## src/rtl/morse_rx_decoder_pkg.sv

```systemverilog
// Shared Morse definitions: receiver FSM states, special char codes,
// unit thresholds and the ITU A-Z pattern decode used by both RX and TX.
// Pattern encoding: pat[3:0] is left-justified, first symbol in pat[3],
// 1 = dot, 0 = dash; unused low bits are zero.
package morse_rx_decoder_pkg;

  localparam int unsigned CODE_W     = 5;
  localparam int unsigned PAT_W      = 4;
  localparam int unsigned LEN_W      = 3;
  localparam int unsigned UNIT_CNT_W = 3;

  localparam logic [CODE_W-1:0] CHAR_SPACE = 5'd0;
  localparam logic [CODE_W-1:0] CHAR_ERR   = 5'd31;

  localparam int unsigned DOT_MAX_UNITS    = 2;
  localparam int unsigned LETTER_GAP_UNITS = 3;
  localparam int unsigned WORD_GAP_UNITS   = 7;

  typedef enum logic [1:0] {
    ST_IDLE  = 2'd0,
    ST_MARK  = 2'd1,
    ST_SPACE = 2'd2,
    ST_GAP   = 2'd3
  } morse_state_e;

  // Map {len,pat} to 1..26 for A..Z; anything else is CHAR_ERR.
  function automatic logic [CODE_W-1:0] morse_decode(input logic [LEN_W-1:0] len,
                                                     input logic [PAT_W-1:0] pat);
    logic [CODE_W-1:0] code;
    case ({len, pat})
      {3'd2, 4'b1000}: code = 5'd1;   // A .-
      {3'd4, 4'b0111}: code = 5'd2;   // B -...
      {3'd4, 4'b0101}: code = 5'd3;   // C -.-.
      {3'd3, 4'b0110}: code = 5'd4;   // D -..
      {3'd1, 4'b1000}: code = 5'd5;   // E .
      {3'd4, 4'b1101}: code = 5'd6;   // F ..-.
      {3'd3, 4'b0010}: code = 5'd7;   // G --.
      {3'd4, 4'b1111}: code = 5'd8;   // H ....
      {3'd2, 4'b1100}: code = 5'd9;   // I ..
      {3'd4, 4'b1000}: code = 5'd10;  // J .---
      {3'd3, 4'b0100}: code = 5'd11;  // K -.-
      {3'd4, 4'b1011}: code = 5'd12;  // L .-..
      {3'd2, 4'b0000}: code = 5'd13;  // M --
      {3'd2, 4'b0100}: code = 5'd14;  // N -.
      {3'd3, 4'b0000}: code = 5'd15;  // O ---
      {3'd4, 4'b1001}: code = 5'd16;  // P .--.
      {3'd4, 4'b0010}: code = 5'd17;  // Q --.-
      {3'd3, 4'b1010}: code = 5'd18;  // R .-.
      {3'd3, 4'b1110}: code = 5'd19;  // S ...
      {3'd1, 4'b0000}: code = 5'd20;  // T -
      {3'd3, 4'b1100}: code = 5'd21;  // U ..-
      {3'd4, 4'b1110}: code = 5'd22;  // V ...-
      {3'd3, 4'b1000}: code = 5'd23;  // W .--
      {3'd4, 4'b0110}: code = 5'd24;  // X -..-
      {3'd4, 4'b0100}: code = 5'd25;  // Y -.--
      {3'd4, 4'b0011}: code = 5'd26;  // Z --..
      default:         code = CHAR_ERR;
    endcase
    return code;
  endfunction

endpackage

```

## src/rtl/morse_rx_decoder_if.sv

```systemverilog
// Decoded-character bus from the Morse receiver.
//   char_out   : 1-26 letter, 0 word space, 31 error; held until next strobe
//   char_valid : 1-cycle strobe
//   char_err   : qualifies char_valid
//   rx_active  : letter being accumulated
// master = decoder side (drives), slave = consumer side.
interface morse_rx_decoder_if;
  import morse_rx_decoder_pkg::*;

  logic [CODE_W-1:0] char_out;
  logic              char_valid;
  logic              char_err;
  logic              rx_active;

  modport master (output char_out, output char_valid, output char_err, output rx_active);
  modport slave  (input  char_out, input  char_valid, input  char_err, input  rx_active);
endinterface

```

## src/rtl/morse_rx_decoder_unit_timer.sv

```systemverilog
// Morse unit timer: prescaler 0..TIME_UNIT-1 pulsing unit_tick_c_o at terminal
// count, and a saturating unit counter. clr_i restarts both (line edge).
// Ports: clk, rst_n, clr_i (restart), unit_tick_c_o (combinational tick),
//        unit_cnt_o (registered units since last edge, saturates at 7).
// The tick still fires in a clear cycle so the caller can see a duration that
// ends exactly on a unit boundary; unit_cnt_o shows the pre-tick value then.
module morse_rx_decoder_unit_timer
  import morse_rx_decoder_pkg::*;
#(
  parameter int unsigned TIME_UNIT = 250000
) (
  input  logic                  clk,
  input  logic                  rst_n,
  input  logic                  clr_i,
  output logic                  unit_tick_c_o,
  output logic [UNIT_CNT_W-1:0] unit_cnt_o
);

  localparam int unsigned PRESC_W = (TIME_UNIT > 1) ? $clog2(TIME_UNIT) : 1;
  localparam logic [UNIT_CNT_W-1:0] UNIT_SAT = '1;

  logic [PRESC_W-1:0]    presc_q;
  logic [UNIT_CNT_W-1:0] unit_cnt_q;
  logic                  terminal;

  assign terminal      = (presc_q == PRESC_W'(TIME_UNIT - 1));
  assign unit_tick_c_o = terminal;
  assign unit_cnt_o    = unit_cnt_q;

  // Prescaler and saturating unit counter.
  always_ff @(posedge clk or negedge rst_n) begin
    if (!rst_n) begin
      presc_q    <= '0;
      unit_cnt_q <= '0;
    end else if (clr_i) begin
      presc_q    <= '0;
      unit_cnt_q <= '0;
    end else begin
      presc_q <= terminal ? '0 : presc_q + PRESC_W'(1);
      if (terminal && (unit_cnt_q != UNIT_SAT)) begin
        unit_cnt_q <= unit_cnt_q + UNIT_CNT_W'(1);
      end
    end
  end

endmodule

```

## src/rtl/morse_rx_decoder.sv

```systemverilog
// Morse receive decoder: synchronizes a keyed line, times marks/spaces in
// Morse units, classifies dots/dashes and strobes one code per letter
// (1-26 A-Z, 31 error) followed by a word space code 0 after a long gap.
// Ports: clk, rst_n (async active-low), ena (low = idle and clear letter),
//        morse_in (async keyed line, 1 = mark), rx_if (master: char_out,
//        char_valid, char_err, rx_active).
// Build option: MORSE_RX_GLITCH_FILTER_EN adds a stability filter that only
// accepts a line change after GLITCH_CYCLES consecutive stable cycles.
module morse_rx_decoder
  import morse_rx_decoder_pkg::*;
#(
  parameter int unsigned TIME_UNIT = 250000
`ifdef MORSE_RX_GLITCH_FILTER_EN
  ,
  parameter int unsigned GLITCH_CYCLES = 16
`endif
) (
  input  logic                clk,
  input  logic                rst_n,
  input  logic                ena,
  input  logic                morse_in,
  morse_rx_decoder_if.master  rx_if
);

  localparam logic [UNIT_CNT_W-1:0] DOT_LIMIT  = UNIT_CNT_W'(DOT_MAX_UNITS);
  localparam logic [UNIT_CNT_W-1:0] LETTER_PRE = UNIT_CNT_W'(LETTER_GAP_UNITS - 1);
  localparam logic [UNIT_CNT_W-1:0] WORD_PRE   = UNIT_CNT_W'(WORD_GAP_UNITS - 1);
  localparam logic [LEN_W-1:0]      LEN_MAX    = LEN_W'(PAT_W);

  // Two-flop synchronizer.
  logic [1:0] sync_q;
  logic       line_s;

  always_ff @(posedge clk or negedge rst_n) begin
    if (!rst_n) sync_q <= '0;
    else        sync_q <= {sync_q[0], morse_in};
  end
  assign line_s = sync_q[1];

  logic line_f;

`ifdef MORSE_RX_GLITCH_FILTER_EN
  // Accept a change only once it has differed from the filtered level long enough.
  localparam int unsigned GLITCH_W = $clog2(GLITCH_CYCLES + 1);
  logic [GLITCH_W-1:0] glitch_cnt_q;
  logic                line_f_q;

  always_ff @(posedge clk or negedge rst_n) begin
    if (!rst_n) begin
      glitch_cnt_q <= '0;
      line_f_q     <= 1'b0;
    end else if (line_s == line_f_q) begin
      glitch_cnt_q <= '0;
    end else if (glitch_cnt_q == GLITCH_W'(GLITCH_CYCLES - 1)) begin
      glitch_cnt_q <= '0;
      line_f_q     <= line_s;
    end else begin
      glitch_cnt_q <= glitch_cnt_q + GLITCH_W'(1);
    end
  end
  assign line_f = line_f_q;
`else
  assign line_f = line_s;
`endif

  // Edge detect on the (optionally filtered) line.
  logic line_prev_q;
  logic rise_c, fall_c, edge_c;

  always_ff @(posedge clk or negedge rst_n) begin
    if (!rst_n) line_prev_q <= 1'b0;
    else        line_prev_q <= line_f;
  end
  assign rise_c = line_f & ~line_prev_q;
  assign fall_c = ~line_f & line_prev_q;
  assign edge_c = rise_c | fall_c;

  logic                  unit_tick_c;
  logic [UNIT_CNT_W-1:0] unit_cnt;

  morse_rx_decoder_unit_timer #(
    .TIME_UNIT (TIME_UNIT)
  ) u_timer (
    .clk           (clk),
    .rst_n         (rst_n),
    .clr_i         (edge_c),
    .unit_tick_c_o (unit_tick_c),
    .unit_cnt_o    (unit_cnt)
  );

  morse_state_e      state_q, state_d;
  logic [PAT_W-1:0]  pat_q, pat_d;
  logic [LEN_W-1:0]  len_q, len_d;
  logic              ovf_q, ovf_d;
  logic [CODE_W-1:0] char_out_q, char_out_d;
  logic              char_valid_q, char_valid_d;
  logic              char_err_q, char_err_d;
  logic              rx_active_q, rx_active_d;
  logic [1:0]        sym_idx;
  logic [CODE_W-1:0] letter_code;

  // Next free slot in the left-justified pattern.
  assign sym_idx     = 2'(3'd3 - len_q);
  assign letter_code = ovf_q ? CHAR_ERR : morse_decode(len_q, pat_q);

  // State and output registers.
  always_ff @(posedge clk or negedge rst_n) begin
    if (!rst_n) begin
      state_q      <= ST_IDLE;
      pat_q        <= '0;
      len_q        <= '0;
      ovf_q        <= 1'b0;
      char_out_q   <= CHAR_SPACE;
      char_valid_q <= 1'b0;
      char_err_q   <= 1'b0;
      rx_active_q  <= 1'b0;
    end else begin
      state_q      <= state_d;
      pat_q        <= pat_d;
      len_q        <= len_d;
      ovf_q        <= ovf_d;
      char_out_q   <= char_out_d;
      char_valid_q <= char_valid_d;
      char_err_q   <= char_err_d;
      rx_active_q  <= rx_active_d;
    end
  end

  // Next-state and output logic.
  always_comb begin
    state_d      = state_q;
    pat_d        = pat_q;
    len_d        = len_q;
    ovf_d        = ovf_q;
    char_out_d   = char_out_q;
    char_valid_d = 1'b0;
    char_err_d   = char_err_q;

    if (!ena) begin
      state_d = ST_IDLE;
      pat_d   = '0;
      len_d   = '0;
      ovf_d   = 1'b0;
    end else begin
      case (state_q)
        ST_IDLE: begin
          if (rise_c) state_d = ST_MARK;
        end
        ST_MARK: begin
          if (fall_c) begin
            if (len_q == LEN_MAX) begin
              ovf_d = 1'b1;
            end else begin
              pat_d[sym_idx] = (unit_cnt < DOT_LIMIT);
              len_d          = len_q + LEN_W'(1);
            end
            state_d = ST_SPACE;
          end
        end
        ST_SPACE: begin
          // A gap reaching the letter threshold wins even if the next mark
          // starts on the same cycle; that mark then opens a new letter.
          if (unit_tick_c && (unit_cnt == LETTER_PRE)) begin
            char_valid_d = 1'b1;
            char_out_d   = letter_code;
            char_err_d   = (letter_code == CHAR_ERR);
            pat_d        = '0;
            len_d        = '0;
            ovf_d        = 1'b0;
            state_d      = rise_c ? ST_MARK : ST_GAP;
          end else if (rise_c) begin
            state_d = ST_MARK;
          end
        end
        ST_GAP: begin
          if (rise_c) begin
            state_d = ST_MARK;
          end else if (unit_tick_c && (unit_cnt == WORD_PRE)) begin
            char_valid_d = 1'b1;
            char_out_d   = CHAR_SPACE;
            char_err_d   = 1'b0;
            state_d      = ST_IDLE;
          end
        end
        default: state_d = ST_IDLE;
      endcase
    end

    rx_active_d = (state_d == ST_MARK) || (state_d == ST_SPACE);
  end

  assign rx_if.char_out   = char_out_q;
  assign rx_if.char_valid = char_valid_q;
  assign rx_if.char_err   = char_err_q;
  assign rx_if.rx_active  = rx_active_q;

endmodule

```

## src/flat_wrapper.sv

```systemverilog
// flat-port wrapper written by rule: the top's interface ports become plain ports
module morse_rx_decoder_flat import morse_rx_decoder_pkg::*;
#(
  parameter int unsigned TIME_UNIT = 250000

)
  (clk, rst_n, ena, morse_in, rx_if_char_out, rx_if_char_valid, rx_if_char_err, rx_if_rx_active);
  morse_rx_decoder_if rx_if_i ();
  input  logic clk;
  input  logic rst_n;
  input  logic ena;
  input  logic morse_in;
  output wire logic [$bits(rx_if_i.char_out)-1:0] rx_if_char_out;
  output wire logic [$bits(rx_if_i.char_valid)-1:0] rx_if_char_valid;
  output wire logic [$bits(rx_if_i.char_err)-1:0] rx_if_char_err;
  output wire logic [$bits(rx_if_i.rx_active)-1:0] rx_if_rx_active;
  assign rx_if_char_out = rx_if_i.char_out;
  assign rx_if_char_valid = rx_if_i.char_valid;
  assign rx_if_char_err = rx_if_i.char_err;
  assign rx_if_rx_active = rx_if_i.rx_active;
  morse_rx_decoder #(.TIME_UNIT(TIME_UNIT)) u_core (.clk(clk), .rst_n(rst_n), .ena(ena), .morse_in(morse_in), .rx_if(rx_if_i));
endmodule
```

## config.mk

```make
export PLATFORM = sky130hd
export DESIGN_NAME = morse_rx_decoder_flat
export DESIGN_NICKNAME = d
export VERILOG_FILES = /design/src/rtl/morse_rx_decoder_pkg.sv /design/src/rtl/morse_rx_decoder_if.sv /design/src/rtl/morse_rx_decoder_unit_timer.sv /design/src/rtl/morse_rx_decoder.sv /design/src/flat_wrapper.sv
export SDC_FILE = /design/constraint.sdc
export NUM_CORES = 1
export LEC_CHECK = 0
export CORE_MARGIN = 4
export CORE_UTILIZATION = 59
export DETAILED_ROUTE_END_ITERATION = 10
export HOLD_SLACK_MARGIN = 0.08
export PLACE_DENSITY = 0.78
export SYNTH_ARGS = -nofsm -noshare
export SYNTH_HDL_FRONTEND = slang
export SYNTH_HIERARCHICAL = 1
export SYNTH_SLANG_ARGS = --single-unit
```

## constraint.sdc

```tcl
create_clock -name clk -period 5.3 [get_ports clk]
set_input_delay 0.795 -clock clk [delete_from_list [all_inputs] [get_ports clk]]
set_output_delay 0.795 -clock clk [all_outputs]
set_load 0.02 [all_outputs]
```

==> run metrics <==
CP bufs+invs=1; RSZ-0062 raised after global routing=no; Slew headroom=40.0%; TritonCTS buffer count=5; Int Power=0.428 mW; total net switching power=0.135 mW; Starting Density=63.1%; dpl cells=314; cell family with most CP delay=simple AND/OR/NAND/NOR gates; Avg Cell Area, Syn=9.90 um^2; hold endpoint=u_core/sync_q[1]$_DFF_PN0_; Yosys top cell area share=40.5%; initial antenna violation count=0; Post-Synth Adder-Cell Area=7.23%; Clock Sinks=42; final setup fails=0; DR vias=1937; Vias per Instance=6.02; gr ovfl total=0; PD cells=203 nW/um^2; Die Y=74.3 um; met2 Track Usage GR=26.9%; syn nets=281; Skew-Pair Late Insertion Delay=0.29 ns; WL per Instance=14.9 um; Worst Hold Launch=u_core/sync_q[0]$_DFF_PN0_; post-route ant nets=0; Placer Congestion=0.861; leading area contributor after synthesis=dfrtp_1; largest net degree at the start of global routing=43; asr flop ratio synth=100%; Final Power=0.562 mW; setup bufs post-CTS=0; final instance area=2780 um^2; Max FO, Critical Path=7; Clock power frac=35.9%; Clock transition at path regs=0.08 ns; Worst path depth=8; DRC errors left=0; Synthesis Warnings=6; R2R setup slack=2.88 ns; Cell Count, Final, Fillers Out=322; Fmax=413 MHz; router iterations before antenna repair=5; Peak supply drop=0.112 mV; Netlist cell types=62; Hold Path Stages=0; placed cell area=2690 um^2; ys flop type=dfrtp_1; Yosys reg bits=42; fraction of synthesized area in multiplexers=2.89%; area growth from synthesis to layout=6.94%; Area contributors post-synth=dfrtp_1 (41%), ha_1 (7.2%), nor2_1 (5.2%); largest family of logic cells by synthesized area=simple AND/OR/NAND/NOR gates; Post-DP HPWL=3460 um; IO Port Bufs=11; GRT busiest layer=met1; worst-margin pin slew=0.901 ns; combinational group share of total power=5.3%; Sw Ratio=24.0%; Mapped Cells=262; crit path launch type=register; grt met1 use=28.5%; ant diodes=0; first-pass GRT wire length=8020 um; outcome=finished clean; # rows=23; Worst R2R Start=u_core/u_timer/presc_q[4]$_DFF_PN0_; crit path kind=reg2reg; CP endpoint kind=register; register share of total power=58.9%; Synth Area in XOR/XNOR=5.74%; simple-gate share of the synthesized area=23.3%; Mapped Area=2590 um^2; Reg-to-Reg End=u_core/len_q[0]$_DFFE_PN0P_; Max Cap Violations=0; initial DRC count=94; Final min period=2.42 ns; routed wire length=4800 um; post_cts resized=0; total negative slack=0 ns; critical path's slowest cell=dfrtp_1; Ports=12; CTS H-tree lvls=2; Hold WC Path Type=reg2reg; met3 Usage GRT=4.59%; Worst Path Arrival=2.60 ns; Reg2Reg Depth=8; die area=5520 um^2; final hold vios=0; CP peak stage delay=0.44 ns; post-synthesis sequential area ratio=40.5%; Lkg Pwr=1.15 nW; CTS Hold Buffers Added=0; GRT Resource Usage Total=18.9%; Req. time, crit path=5.48 ns; fraction of layout cells with a size suffix above 1=11.8%; max-slew violations=0; vias in the first global route=1702; EDFF count, synth=0; Core Box Area=4120 um^2; die extent in x=74.3 um; fraction of the mapped netlist area in compound gates=14.9%; crit share post-route=45.7%; CTS tree=built; clk root buf=clkbuf_8; Final Skew=0.00846 ns; net count reported at finish=290; Longest Clk Path Bufs=2; CP cell instances=nor4bb_1 -> and4_4 -> and2_2 -> and3b_1 -> inv_1 -> o21ai_2 -> nor2_1 -> mux2_2
-- worst reg2reg max path, stage by stage (launching register included) --
cell and delay, ns:
dfrtp_1 0.44, nor4bb_1 0.42, and4_4 0.33, and2_2 0.15, and3b_1 0.24, inv_1 0.07
o21ai_2 0.28, nor2_1 0.11, mux2_2 0.28
-- power groups by stage --
stage,Clock [mW],Sequential (mW),Combinational (mW)
final,0.202,0.331,0.0297
after global routing,0.223,0.332,0.0343
after CTS,0.210,0.331,0.0305
after detailed placement,0,0.337,0.0304
after global placement,0,0.337,0.0303
after floorplan,0,0.336,0.0225
-- state kept, by name, summed over array words and instances (netlist names) --
| register | count |
|---|---|
| u_core/rx_if.rx_active | 1 |
| u_core/len_q | 3 |
| u_core/u_timer/presc_q | 18 |
| u_core/rx_if.char_err | 1 |
| u_core/ovf_q | 1 |
| u_core/u_timer/unit_cnt_o | 3 |
| u_core/sync_q | 2 |
| u_core/pat_q | 4 |
| u_core/line_prev_q | 1 |
| u_core/rx_if.char_out | 5 |
| u_core/rx_if.char_valid | 1 |
| u_core/state_q | 2 |
-- logic make-up (layout without fill, tap and decap cells) --
family / Yosys count / in the layout
flops: 42 / 42
buf+inv: 26 / 36
mux: 6 / 6
fa+ha+maj: 15 / 15
xor+xnor: 17 / 17
compound gates: 48 / 48
simple gates: 108 / 108
-- cell type report --
cell class	count	area, um^2
clock buffers	5	68.8
clock inverters	3	21.3
fillers	347	1340
inverters	17	63.8
multi-input cells	194	1400
flip-flops and latches	42	1050
well taps	50	62.6
repair buffers	11	105
-- routing by layer --
metal  wire, um  up-vias
met2       2020       49
met4         51        0
met3        286        7
met1       2440      921
met5          0        -
li1           -      960
-- synthesized netlist by cell type (all sizes together) (2+ instances only) --
| cell | number |
|---|---|
| a211oi | 5 |
| a21oi | 5 |
| a221oi | 2 |
| a22o | 5 |
| a311oi | 2 |
| a31oi | 2 |
| a32o | 2 |
| a41oi | 2 |
| and2 | 2 |
| and3 | 2 |
| buf | 8 |
| dfrtp | 42 |
| ha | 15 |
| inv | 17 |
| mux2 | 2 |
| mux2i | 3 |
| nand2 | 16 |
| nand2b | 4 |
| nand3 | 9 |
| nand3b | 4 |
| nand4 | 8 |
| nand4b | 3 |
| nor2 | 37 |
| nor2b | 2 |
| nor3 | 8 |
| nor4 | 6 |
| o21a | 2 |
| o21ai | 10 |
| xnor2 | 13 |
| xor2 | 4 |
-- through the flow --
stage	util (%)	setup WS [ns]	hold slack [ns]
after floorplan	-	3.13	0.331
after CTS	67.4	2.89	0.366
after global placement	65.2	2.88	0.338
after detailed placement	65.2	2.87	0.347
final	67.4	2.88	0.363
after global routing	67.4	2.66	0.368
-- worst max-delay path by stage --
stage	end	slack, ns	start
floorplan	u_core/len_q[0]$_DFFE_PN0P_	3.13	u_core/u_timer/presc_q[8]$_DFF_PN0_
global placement	u_core/rx_if.char_err$_DFFE_PN0P_	2.88	ena
detailed placement	u_core/pat_q[0]$_DFFE_PN0P_	2.87	ena
CTS	u_core/len_q[0]$_DFFE_PN0P_	2.89	u_core/u_timer/presc_q[8]$_DFF_PN0_
global route	u_core/len_q[0]$_DFFE_PN0P_	2.66	u_core/u_timer/presc_q[4]$_DFF_PN0_
finish	u_core/len_q[0]$_DFFE_PN0P_	2.88	u_core/u_timer/presc_q[4]$_DFF_PN0_
-- layout by cell type, fill, tap and decap left out, types with 4 or more instances in the layout --
cell             count
a21oi_1              5
xor2_1               4
inv_1               15
clkbuf_8             5
nand2_1             16
nor2_1              36
nand4_1              7
dfrtp_1             42
nor4_1               5
ha_1                15
a22o_1               5
nor3_1               7
o21ai_0              8
nand3b_1             4
a211oi_1             5
nand2b_1             4
nand3_1              8
clkdlybuf4s50_1     10
xnor2_1             13
Note: power is estimated with default switching activity, not from simulation.
==> RTL change 1 (same settings) <==
`TIME_UNIT` is set to 250000 in 3 places; all go to 500000.
--- a/src/rtl/morse_rx_decoder_unit_timer.sv
+++ b/src/rtl/morse_rx_decoder_unit_timer.sv
@@ -7,7 +7,7 @@
 module morse_rx_decoder_unit_timer
   import morse_rx_decoder_pkg::*;
 #(
-  parameter int unsigned TIME_UNIT = 250000
+  parameter int unsigned TIME_UNIT = 500000
 ) (
   input  logic                  clk,
   input  logic                  rst_n,
--- a/src/rtl/morse_rx_decoder.sv
+++ b/src/rtl/morse_rx_decoder.sv
@@ -9,7 +9,7 @@
 module morse_rx_decoder
   import morse_rx_decoder_pkg::*;
 #(
-  parameter int unsigned TIME_UNIT = 250000
+  parameter int unsigned TIME_UNIT = 500000
 `ifdef MORSE_RX_GLITCH_FILTER_EN
   ,
   parameter int unsigned GLITCH_CYCLES = 16
--- a/src/flat_wrapper.sv
+++ b/src/flat_wrapper.sv
@@ -1,7 +1,7 @@
 // flat-port wrapper written by rule: the top's interface ports become plain ports
 module morse_rx_decoder_flat import morse_rx_decoder_pkg::*;
 #(
-  parameter int unsigned TIME_UNIT = 250000
+  parameter int unsigned TIME_UNIT = 500000
 
 )
   (clk, rst_n, ena, morse_in, rx_if_char_out, rx_if_char_valid, rx_if_char_err, rx_if_rx_active);
Function: no difference found for any inputs over 10 cycles, from zero or initial values and one cycle with rst_n low; that may be too few to reach the edited logic, so the function may still have changed.
==> RTL change 1 against the original RTL <==
First-iteration DRC count increased to 3.1 times the old value; core utilization shrank 2.0 points; highest routed layer unchanged; final cell count increased by 0.62%; area after synthesis rose by 2.8%; design area up 2.7%; count of clock-buffer cells in the layout increased by 1; critical endpoint unchanged; sequential power grew 2%; wire length rose by 2.5%; sequential cell count rose by 1; setup slack worse by 0.071 ns; power rose by 7.7%.
==> RTL change 1: results (changes against the original RTL) <==
{| class="wikitable"
! Metric !! Value
|-
| Detailed-router iteration count before antenna repair || 4 (-1)
|-
| Flip-flop count of the largest register, all copies and words added || 19 (+1)
|-
| Global-route wire length before repair || 8.58 mm (+7.1%)
|-
| GR met2 Demand/Resource || 0.310 (+0.0417)
|-
| Final worst path period need || 2.49 ns (+0.0707 ns)
|-
| Cell family contributing the most delay on the critical path || simple AND/OR/NAND/NOR gates
|-
| Largest net degree at the start of global routing || 44 (+2.3%)
|-
| Half-perimeter wire length after placement || 3.44 mm (-0.37%)
|-
| Post-detailed-route count of antenna-violating nets || 0 (unchanged)
|-
| Placed instance count || 317 (+0.96%)
|-
| Register-to-Register Setup Slack || 2.81 ns (-0.07 ns)
|-
| Final routed wire length divided by cell count || 15.2 um (+1.8%)
|-
| Leading cell types by count after synthesis || 43 x sky130_fd_sc_hd__dfrtp_1, 30 x sky130_fd_sc_hd__nor2_1, 16 x sky130_fd_sc_hd__nand2_1, 15 x sky130_fd_sc_hd__ha_1
|-
| Worst hold-check path type || reg2reg
|-
| Status || complete, no violations
|-
| GR Util All Layers || 0.195 (+0.00631)
|-
| Measured slew at the worst slew-check pin || 0.909 ns (+0.00829 ns)
|-
| Worst R2R Path Depth || 9 (+1)
|-
| Delay of the slowest cell on the worst path || 0.38 ns (-0.06 ns)
|-
| Number of DRC violations after detailed-routing iteration 0 || 289 (+210%)
|-
| Synthesized area per cell || 10.0 um2 (+1.3%)
|-
| Post-Syn Nets || 285 (+1.4%)
|-
| Number of antenna diodes || 0 (unchanged)
|-
| Met1 Track Usage GR || 0.259 (-0.0268)
|-
| VDD IR max || 127 uV (+14%)
|-
| Total Routed Length || 4.91 mm (+2.5%)
|-
| Synth unique cells || 58 (-6.5%)
|-
| Reported leakage power || 1.19 nW (+4.1%)
|-
| Vias/cell || 6.19 (+2.9%)
|-
| Via count of the first global-routing pass || 1857 (+9.1%)
|-
| Global Route met3 Usage || 0.0561 (+0.0101)
|-
| Share of post-route cells with drive strength above 1 || 0.0956 (-0.0221)
|-
| Sequential-to-total area share from yosys stat || 0.403 (-0.00164)
|-
| Critical-path maximum fanout || 8 (+1)
|-
| Final setup skew || 0.00836 ns (-0.0000999 ns)
|-
| Clock slew at the register clock pins of the worst setup and hold paths || 0.08 ns (about the same)
|-
| Routability Congestion || 0.887 (+3.0%)
|-
| Top cells by area, synth || sky130_fd_sc_hd__dfrtp_1 40%, sky130_fd_sc_hd__ha_1 7.0%, sky130_fd_sc_hd__nor2_1 4.2%
|}
[RTL change 1: cells by family (layout without fill, tap and decap cells)]
kind of cell / count (synthesis) / in the layout / share of synthesized area
simple gates: 106 / 106 / 0.237
compound gates: 56 / 56 / 0.161
flops: 43 / 43 / 0.403
buf+inv: 26 / 32 / 0.0539
fa+ha+maj: 15 / 15 / 0.0704
xor+xnor: 14 / 14 / 0.0460
mux: 6 / 6 / 0.0281
[RTL change 1: path summary, 6_finish.rpt]
check | startpoint | to
min reg2reg | u_core/sync_q[0]$_DFF_PN0_ | u_core/sync_q[1]$_DFF_PN0_
max reg2reg | u_core/u_timer/presc_q[0]$_DFF_PN0_ | u_core/len_q[0]$_DFFE_PN0P_
max | u_core/u_timer/presc_q[0]$_DFF_PN0_ | u_core/len_q[0]$_DFFE_PN0P_
min in group asynchronous | rst_n | u_core/rx_if.char_out[3]$_DFFE_PN0P_
max in group asynchronous | rst_n | u_core/u_timer/presc_q[0]$_DFF_PN0_
min | u_core/sync_q[0]$_DFF_PN0_ | u_core/sync_q[1]$_DFF_PN0_
[RTL change 1: report_power, final]
group | total (W) | switching (W) | internal (W)
clock | 0.000238 | 0.000100 | 0.000138
sequential | 0.000339 | 0.00000519 | 0.000333
combinational | 0.0000288 | 0.0000197 | 0.00000906
[RTL change 1: area by class of cell]
cell class / count / area share
inverter: 14 / 0.0184
tap: 52 / 0.0228
multi-input combinational: 197 / 0.508
clock inverter: 1 / 0.0105
timing repair buffer: 11 / 0.0369
clock buffer: 6 / 0.0255
sequential: 43 / 0.378
[RTL change 1: through the flow]
| step | total power, W | utilization | cell area [um2] | hold slack (ns) |
|---|---|---|---|---|
| 2_1_floorplan | 0.000363 | - | 2670 | 0.331 |
| 3_3_place_gp | 0.000374 | 0.631 | 2750 | 0.332 |
| 3_5_place_dp | 0.000374 | 0.631 | 2750 | 0.337 |
| 4_1_cts | 0.000614 | 0.654 | 2850 | 0.354 |
| 5_1_grt | 0.000632 | 0.654 | 2850 | 0.359 |
| 6_report | 0.000606 | 0.654 | 2850 | 0.352 |
[RTL change 1: metal layers]
metal / part of all wire / up-vias / wire, um
met2: 0.48 / 53 / 2340
li1: - / 981 / -
met1: 0.46 / 965 / 2260
met4: 0.0090 / 0 / 44
met5: 0 / - / 0
met3: 0.054 / 6 / 266
==> RTL change 2 (same flow settings) <==
Made on the original files. The 4 states of `morse_state_e` get a one-hot encoding in 4 bits.
--- a/src/rtl/morse_rx_decoder_pkg.sv
+++ b/src/rtl/morse_rx_decoder_pkg.sv
@@ -16,11 +16,11 @@
   localparam int unsigned LETTER_GAP_UNITS = 3;
   localparam int unsigned WORD_GAP_UNITS   = 7;
 
-  typedef enum logic [1:0] {
-    ST_IDLE  = 2'd0,
-    ST_MARK  = 2'd1,
-    ST_SPACE = 2'd2,
-    ST_GAP   = 2'd3
+  typedef enum logic [3:0] {
+    ST_IDLE  = 4'b0001,
+    ST_MARK  = 4'b0010,
+    ST_SPACE = 4'b0100,
+    ST_GAP   = 4'b1000
   } morse_state_e;
 
   // Map {len,pat} to 1..26 for A..Z; anything else is CHAR_ERR.
Behaviour: same outputs for any inputs over 10 cycles, from zero or initial values and one cycle with rst_n low; not proved beyond that.
==> RTL change 2 against the original RTL <==
Setup slack lost 0.40 ns; area after synthesis grew 7.9%; via count grew 12%; design area grew 6.8%; wire length grew 10%; worst hold slack lost 0.015 ns; count of clock-buffer cells in the layout grew 3; die area grew 7.0%; sequential cell count grew 2; core utilization shrank 1.2 points.
Power is not compared: it rests on default switching activity, and its combinational part moved more than twofold at a synthesized area within 25%.
==> RTL change 2: results (changes against the original RTL) <==
{| class="wikitable"
! Metric !! Value
|-
| Critical-path maximum fanout || 10 (+3)
|-
| Fin Hold WS || 0.348 ns (-0.0149 ns)
|-
| Delay of the slowest cell on the worst path || 0.48 ns (+0.04 ns)
|-
| Top flip-flop cell by instance count after synthesis || sky130_fd_sc_hd__dfrtp_1
|-
| Synth unique cells || 61 (-1.6%)
|-
| Final routed wire length divided by cell count || 15.0 um (+0.79%)
|-
| Number of antenna diodes || 0 (unchanged)
|-
| Largest net degree at the start of global routing || 45 (+4.7%)
|-
| Number of buffers inserted by post-CTS setup repair || 0 (unchanged)
|-
| Measured slew at the worst slew-check pin || 0.959 ns (+0.0587 ns)
|-
| Critical path's slowest cell || sky130_fd_sc_hd__o21ai_1
|-
| Via count of the first global-routing pass || 2041 (+20%)
|-
| Cts bufs inserted || 5 (unchanged)
|-
| Final setup skew || 0.00717 ns (-0.00129 ns)
|-
| Detailed-router iteration count before antenna repair || 4 (-1)
|-
| CTS HTree Levels || 2 (unchanged)
|-
| Clock slew at the register clock pins of the worst setup and hold paths || 0.08 ns (about the same)
|-
| Top cells by area, synth || sky130_fd_sc_hd__dfrtp_1 38%, sky130_fd_sc_hd__ha_1 6.7%, sky130_fd_sc_hd__xnor2_1 4.4%
|-
| Post-route fraction of the period consumed by the critical path || 0.532 (+0.0749)
|-
| Arrival time at the worst endpoint || 3.00 ns (+0.40 ns)
|-
| FFs w/ async S/R, synth || 1.00 (unchanged)
|-
| Number of cells in the finished layout apart from fillers || 353 (+9.6%)
|-
| VDD IR max || 184 uV
|-
| Maximum clock insertion buffer count || 2 (unchanged)
|-
| Status || complete, no violations
|-
| Gate Count Post-Synth || 298 (+14%)
|-
| Power share of the clock group || 0.292
|-
| Number of nets in the final layout || 319 (+10%)
|-
| Number of DRC violations after detailed-routing iteration 0 || 149 (+59%)
|-
| Reported leakage power || 1.21 nW
|-
| Share of post-route cells with drive strength above 1 || 0.0764 (-0.0412)
|-
| Count of cells along the worst hold path || 0 (unchanged)
|-
| Sequential-to-total area share from yosys stat || 0.394 (-0.0114)
|-
| Sequential power || 0.000387 W
|-
| Register-to-Register Setup Slack || 2.48 ns (-0.40 ns)
|-
| Placement Setup Slack || 2.56 ns (-0.317 ns)
|-
| Number of gates given a new drive strength after cts || 0 (unchanged)
|-
| GR Util All Layers || 0.193 (+0.00473)
|-
| Leading cell types by count after synthesis || 43 x sky130_fd_sc_hd__dfrtp_1, 26 x sky130_fd_sc_hd__nor2_1, 22 x sky130_fd_sc_hd__o21ai_0, 21 x sky130_fd_sc_hd__nand2_1, 18 x sky130_fd_sc_hd__inv_1
|-
| Routability Congestion || 0.849 (-1.3%)
|-
| Number of vias after detailed routing || 2171 (+12%)
|-
| CTS Root Cell || sky130_fd_sc_hd__clkbuf_8
|-
| Global-route wire length before repair || 9.47 mm (+18%)
|-
| Half-perimeter wire length after placement || 3.81 mm (+10%)
|-
| Largest register by flop count || u_core/u_timer/presc_q
|}
-- RTL change 2: cell count changes after synthesis, moves of 3 or more --
cell,change
sky130_fd_sc_hd__nor2_1,-10
sky130_fd_sc_hd__a211oi_1,-3
sky130_fd_sc_hd__o21ai_0,+14
sky130_fd_sc_hd__or4b_1,+3
sky130_fd_sc_hd__nor2b_1,+3
sky130_fd_sc_hd__nand3b_1,-4
sky130_fd_sc_hd__and3b_1,+3
sky130_fd_sc_hd__a21oi_1,+9
sky130_fd_sc_hd__clkbuf_1,+7
sky130_fd_sc_hd__nand2_1,+5
sky130_fd_sc_hd__nor4bb_1,+3
sky130_fd_sc_hd__inv_1,+3
-- RTL change 2: worst max-delay path: cells and delay by family (launching register included) --
kind,cells,cell delay (ns)
and+or+nand+nor,4,1.22
AOI/OAI and AO/OA,4,1.07
DFF,1,0.43
-- RTL change 2: through the flow --
stage          total power (W)  area [um2]
4_1_cts               0.000728        2960
6_report              0.000721        2960
5_1_grt               0.000770        2960
2_1_floorplan         0.000488        2800
3_3_place_gp          0.000513        2870
3_5_place_dp          0.000516        2870
-- RTL change 2: kinds of logic after synthesis --
| kind of cell | Yosys count | synth area share |
|---|---|---|
| buffers and inverters | 34 | 0.0590 |
| adders and majority gates | 15 | 0.0670 |
| muxes | 6 | 0.0286 |
| DFF | 44 | 0.394 |
| xor gates and xnor gates | 18 | 0.0563 |
| and+or+nand+nor | 114 | 0.243 |
| AOI/OAI and AO/OA | 67 | 0.152 |
-- RTL change 2: layout make-up --
cell class / instances / area, um2
Sequential cell: 44 / 1100
Multi-Input combinational cell: 220 / 1530
Clock buffer: 8 / 90.1
Fill cell: 392 / 1510
Tap cell: 52 / 65.1
Inverter: 18 / 67.6
Timing Repair Buffer: 11 / 105
-- RTL change 2: final timing paths --
path | start | to
min in group asynchronous | rst_n | u_core/rx_if.char_out[3]$_DFFE_PN0P_
max | u_core/u_timer/presc_q[8]$_DFF_PN0_ | u_core/pat_q[0]$_DFFE_PN0P_
max reg2reg | u_core/u_timer/presc_q[8]$_DFF_PN0_ | u_core/pat_q[0]$_DFFE_PN0P_
max in group asynchronous | rst_n | u_core/u_timer/presc_q[12]$_DFF_PN0_
min reg2reg | u_core/sync_q[0]$_DFF_PN0_ | u_core/sync_q[1]$_DFF_PN0_
min | u_core/sync_q[0]$_DFF_PN0_ | u_core/sync_q[1]$_DFF_PN0_
-- RTL change 2: layer usage --
metal	routed length, um	vias up	share of wire	global-route usage
li1	-	1078	-	-
met1	2500	1051	0.47	0.258
met2	2600	38	0.49	0.324
met3	166	4	0.031	0.0351
met4	35	0	0.0066	0.0471
met5	0	-	0	0
